## src/rtl/pc_fetch_ctrl.sv

```systemverilog
// Fetch-stage PC sequencer: picks the PC register's next value and hold, and drives the IF/ID and ID/EX flushes.
// Optional stall performance counter enabled by defining PC_FETCH_CTRL_PERF_EN.
module pc_fetch_ctrl #(
  parameter logic [31:0] RESET_PC    = 32'h0000_0000,
  parameter int          FPU_TIMEOUT = 64
) (
  input  logic        clk_in,
  input  logic        rst_in,
  input  logic [31:0] pc_q_in,
  input  logic        icache_hit_in,
  input  logic        icache_fill_done_in,
  input  logic        load_use_in,
  input  logic        fpu_start_in,
  input  logic        fpu_done_in,
  input  logic        bp_taken_in,
  input  logic [31:0] bp_target_in,
  input  logic        mispredict_in,
  input  logic [31:0] redirect_pc_in,
  output logic [31:0] pc_next_out,
  output logic        pc_remain_out,
  output logic        flush_if_id_out,
  output logic        flush_id_ex_out,
  output logic        fpu_timeout_err_out,
  output logic [31:0] stall_cycles_out
);

  typedef enum logic [1:0] {
    RUN      = 2'd0,
    IMISS    = 2'd1,
    FPU_WAIT = 2'd2
  } state_t;

  localparam logic [9:0] TO_LAST = 10'(FPU_TIMEOUT - 1);

  generate
    if (FPU_TIMEOUT < 2 || FPU_TIMEOUT > 1023) begin : g_bad_timeout
      $error("pc_fetch_ctrl: FPU_TIMEOUT must be in 2..1023");
    end
  endgenerate

  // The PC register owns its reset value; it is carried here for documentation only.
  logic [31:0] reset_pc_unused;
  assign reset_pc_unused = RESET_PC;

  state_t      state_q, state_d;
  logic        pend_v_q, pend_v_d;
  logic [31:0] pend_pc_q, pend_pc_d;
  logic [9:0]  to_cnt_q, to_cnt_d;
  logic        err_q, err_d;

  logic [31:0] redirect_pc_al;
  logic [31:0] bp_target_al;
  logic [31:0] seq_pc;
  logic        in_wait;
  logic        fpu_timeout_hit;
  logic        exit_wait;
  logic        apply_pend;
  logic [31:0] apply_pc;

  assign redirect_pc_al  = redirect_pc_in & 32'hFFFF_FFFC;
  assign bp_target_al    = bp_target_in & 32'hFFFF_FFFC;
  assign seq_pc          = pc_q_in + 32'd4;
  assign in_wait         = (state_q == IMISS) || (state_q == FPU_WAIT);
  assign fpu_timeout_hit = (state_q == FPU_WAIT) && (to_cnt_q == TO_LAST);
  assign exit_wait       = ((state_q == IMISS) && icache_fill_done_in) ||
                           ((state_q == FPU_WAIT) && (fpu_done_in || fpu_timeout_hit));
  // A redirect arriving on the exit cycle itself beats the one already pending.
  assign apply_pend      = exit_wait && (pend_v_q || mispredict_in);
  assign apply_pc        = mispredict_in ? redirect_pc_al : pend_pc_q;

  always_ff @(posedge clk_in or posedge rst_in) begin
    if (rst_in) begin
      state_q   <= RUN;
      pend_v_q  <= 1'b0;
      pend_pc_q <= 32'h0;
      to_cnt_q  <= 10'h0;
      err_q     <= 1'b0;
    end else begin
      state_q   <= state_d;
      pend_v_q  <= pend_v_d;
      pend_pc_q <= pend_pc_d;
      to_cnt_q  <= to_cnt_d;
      err_q     <= err_d;
    end
  end

  always_comb begin
    state_d   = state_q;
    pend_v_d  = pend_v_q;
    pend_pc_d = pend_pc_q;
    to_cnt_d  = to_cnt_q;
    err_d     = err_q;
    case (state_q)
      RUN: begin
        if (mispredict_in) begin
          state_d = RUN;
        end else if (!icache_hit_in) begin
          state_d = IMISS;
        end else if (fpu_start_in) begin
          state_d  = FPU_WAIT;
          to_cnt_d = 10'h0;
        end
      end
      IMISS, FPU_WAIT: begin
        if (state_q == FPU_WAIT) begin
          to_cnt_d = to_cnt_q + 10'd1;
          if (fpu_timeout_hit && !fpu_done_in) begin
            err_d = 1'b1;
          end
        end
        if (mispredict_in) begin
          pend_v_d  = 1'b1;
          pend_pc_d = redirect_pc_al;
        end
        if (exit_wait) begin
          state_d  = RUN;
          pend_v_d = 1'b0;
        end
      end
      default: begin
        state_d  = RUN;
        pend_v_d = 1'b0;
      end
    endcase
  end

  // Outputs are combinational so the PC register reacts on the same edge.
  always_comb begin
    pc_next_out     = pc_q_in;
    pc_remain_out   = 1'b1;
    flush_if_id_out = 1'b0;
    flush_id_ex_out = 1'b0;
    if (!rst_in) begin
      case (state_q)
        RUN: begin
          if (mispredict_in) begin
            pc_next_out     = redirect_pc_al;
            pc_remain_out   = 1'b0;
            flush_if_id_out = 1'b1;
            flush_id_ex_out = 1'b1;
          end else if (!icache_hit_in) begin
            flush_if_id_out = 1'b1;
          end else if (fpu_start_in || load_use_in) begin
            flush_id_ex_out = 1'b1;
          end else if (bp_taken_in) begin
            pc_next_out   = bp_target_al;
            pc_remain_out = 1'b0;
          end else begin
            pc_next_out   = seq_pc;
            pc_remain_out = 1'b0;
          end
        end
        IMISS, FPU_WAIT: begin
          flush_if_id_out = (state_q == IMISS);
          flush_id_ex_out = (state_q == FPU_WAIT) || mispredict_in;
          if (apply_pend) begin
            pc_next_out   = apply_pc;
            pc_remain_out = 1'b0;
          end
        end
        default: begin
          pc_remain_out = 1'b1;
        end
      endcase
    end
  end

  assign fpu_timeout_err_out = err_q;

`ifdef PC_FETCH_CTRL_PERF_EN
  logic [31:0] stall_cnt_q;

  // Saturating count of held cycles outside reset.
  always_ff @(posedge clk_in or posedge rst_in) begin
    if (rst_in) begin
      stall_cnt_q <= 32'h0;
    end else if (pc_remain_out && (stall_cnt_q != 32'hFFFF_FFFF)) begin
      stall_cnt_q <= stall_cnt_q + 32'd1;
    end
  end

  assign stall_cycles_out = stall_cnt_q;
`else
  assign stall_cycles_out = 32'h0;
`endif

endmodule

```

## config.mk

```make
export PLATFORM = sky130hd
export DESIGN_NAME = pc_fetch_ctrl
export DESIGN_NICKNAME = d
export VERILOG_FILES = /design/src/rtl/pc_fetch_ctrl.sv
export SDC_FILE = /design/constraint.sdc
export NUM_CORES = 1
export LEC_CHECK = 0
export ABC_CLOCK_PERIOD_IN_PS = 6430
export CORE_ASPECT_RATIO = 1.25
export CORE_MARGIN = 4
export CORE_UTILIZATION = 49
export DETAILED_ROUTE_END_ITERATION = 10
export HOLD_SLACK_MARGIN = 0.02
export PLACE_DENSITY = 0.88
export SLEW_MARGIN = 20
export SYNTH_ARGS = -nofsm -noshare
export SYNTH_HDL_FRONTEND = slang
export SYNTH_SLANG_ARGS = --single-unit
```

## constraint.sdc

```tcl
create_clock -name clk_in -period 6.43 [get_ports clk_in]
set_clock_uncertainty 0.1 [all_clocks]
set_input_delay 1.286 -clock clk_in [delete_from_list [all_inputs] [get_ports clk_in]]
set_output_delay 1.286 -clock clk_in [all_outputs]
set_load 0.05 [all_outputs]
```

==> qor.csv <==
metric,value,unit
post-cts gate resize count,0,
setup_tns,0,ps
I/O Pins,173,
"Setup violations, final",0,
Worst Path Arrival,4570,ps
minimum clock period after layout,5960,ps
Syn-to-layout area delta,33.1,%
CTS Buf Count,5,
maximum VDD drop,0.000192,V
worst hold-check path type,flop to flop,
Reg area,1150,sq um
CP startpoint kind,input port,
"area leader, netlist",dfrtp_1,
Final nets,832,
clk sink count,46,
share of the synthesized area in the top cell type,25.1,%
mapped cell area,4590,sq um
vias in the first global route,5136,
largest cells by area after synthesis,"dfrtp_1 25%, mux2_2 6.9%, buf_4 5.2%, nand2_1 5.2%, o21ai_0 4.7%",
Die Width,94.6,um
die area,11000,sq um
unrepaired setup endpoints after global routing,false,
Required @ worst endpoint,5040,ps
CTS tree,yes,
period utilization,92.6,%
leakage power figure,2.48,nW
iteration count of the initial detailed-routing pass,7,
Post-synth ARST share,100,%
Max Fanout on Critical Path,7,
# fillers,794,
core area,9130,sq um
max-cap violation count,0,
Syn Inst Count,595,
most numerous cell in the Yosys netlist,nand2_1,
Post-CTS Setup Bufs,0,
Vias,5361,
antenna-violating nets left,0,
endpoints failing hold,0,
DR DRC count,0,
sequential fraction of the synthesis area,25.1,%
crit path kind,input port to output port,
clock buffer depth,2,
Max Fclk,0.168,GHz
Total Routing Usage GR,31.5,%
hold-fix buffers at CTS,0,
Setup WS pre-CTS,526,ps
Root Driver,clkbuf_16,
"EDFF count, synth",0,
Seq cells post-synth,46,
dpl hpwl,13300,um
CTS H-tree lvls,2,
DR iter-0 viols,515,
Commonest cells post-synth,"63 x nand2_1, 50 x nor2_1, 46 x dfrtp_1",
"Design Area, Final",6110,sq um
final WL,17700,um
Final GP Congestion,0.979,
"Distinct cells, synth",76,
layout cell share with drive strength beyond 1,10.7,%
Initial Util,50.3,%
average size of a mapped cell,7.71,sq um
vias per cell,6.34,
Clock Pin Slew Worst Setup and Hold Paths,70,ps
Max Slew Vio Count,0,
Post-DP Area,5970,sq um
ANT cells,0,
# rows,39,
first-pass GRT wire length,26500,um
overall power,1.89,mW
Final WS setup,473,ps
Synth Flop Type,dfrtp_1,
outcome,"finished, final reports clean",
clock insertion delay at the later pin of the skew report,290,ps
Slew Limit Headroom,38.7,%
area occupied by multi-input gates,3120,sq um
Critical Path End Type,output port,
Least-Margin Pin Slew,917,ps
antenna violations before repair,0,
# port buffers,136,
"Remaining Overflow, GRT",0,
largest net degree at the start of global routing,47,
Yosys Warn Count,0,
DR WL/cell,21.0,um
Pwr per Cell Area,309,nW/um^2
chip height,116,um
[power by group]
group          leakage [nW]  total [mW]  internal [mW]  switching [mW]
logic                  1.83        1.15          0.422           0.730
registers             0.576       0.473          0.400          0.0730
clock network        0.0708       0.264          0.145           0.119
[placed cells by master, fill, tap and decap left out, drive strengths merged, types with 4 or more instances in the layout]
master,instances
o221ai,5
clkbuf,6
mux2i,11
and3,14
nand2b,6
a222oi,4
clkdlybuf4s50,128
nor4,9
buf,28
nand2,63
nand3,36
o21ai,53
a221o,4
nor2b,5
nand4,10
clkinv,4
ha,6
or3,6
a22oi,6
xnor2,5
dfrtp,46
mux2,30
o211ai,7
conb,32
a22o,8
o31ai,5
a21oi,36
a32oi,5
nor3,11
xor2,7
a31oi,10
inv,13
nor2,51
a21o,5
[worst paths after layout]
| check | start | endpoint | slack, ps | depth (start not counted) |
|---|---|---|---|---|
| setup / recovery | pc_q_in[3] | pc_next_out[26] | 470 | 9 |
| hold / removal | fpu_timeout_err_out | fpu_timeout_err_out | 380 | 1 |
| setup reg to reg | state_q[0] | pend_pc_q[20] | 3780 | 5 |
| hold reg to reg | fpu_timeout_err_out | fpu_timeout_err_out | 380 | 1 |
| max in group asynchronous | rst_in | pend_pc_q[21] | 4320 | 3 |
| min in group asynchronous | rst_in | state_q[0] | 1470 | 3 |
[worst max-delay path, stage by stage]
cell,delay [ps]
clkdlybuf4s50_1,610
ha_1,270
and3_1,290
nand3_1,230
nor3_2,280
and3_1,240
mux2_1,330
a221o_1,330
clkdlybuf4s50_1,720
[layout make-up]
cell class | count | share of cell area, %
clock buffer | 6 | 2.11
inverter | 15 | 0.922
timing repair buffer | 156 | 24.4
sequential | 46 | 18.8
multi-input combinational | 497 | 51.0
tap | 123 | 2.52
clock inverter | 2 | 0.225
[per-stage QoR]
step | hold slack, ps | std cells | util, %
after floorplan | 349 | 626 | -
after global placement | 346 | 837 | 65.4
after detailed placement | 372 | 837 | 65.4
after CTS | 387 | 845 | 66.9
after global routing | 397 | 845 | 66.9
final | 382 | 845 | 66.9
[layer usage]
metal / global-route usage [%] / routed length, um / up-vias
met5: 0 / 0 / -
met4: 20.1 / 1020 / 0
met3: 5.09 / 1570 / 62
met2: 52.2 / 8630 / 371
met1: 37.8 / 6510 / 2516
li1: - / - / 2412
[flip-flops by register name, summed over array words and instances, names as in the netlist]
register,flops
state_q,2
fpu_timeout_err_out,1
to_cnt_q,10
pend_v_q,1
pend_pc_q,32
[cell families after synthesis]
group / count (synthesis) / share of synthesized area (%)
DFF: 46 / 25.1
other: 1 / 0.0817
adders and majority gates: 6 / 1.64
muxes: 41 / 9.76
and+or+nand+nor: 226 / 25.1
xor gates and xnor gates: 12 / 2.29
AOI/OAI and AO/OA: 180 / 26.4
buffers and inverters: 83 / 9.68
Power figures use the tool's default switching activity.
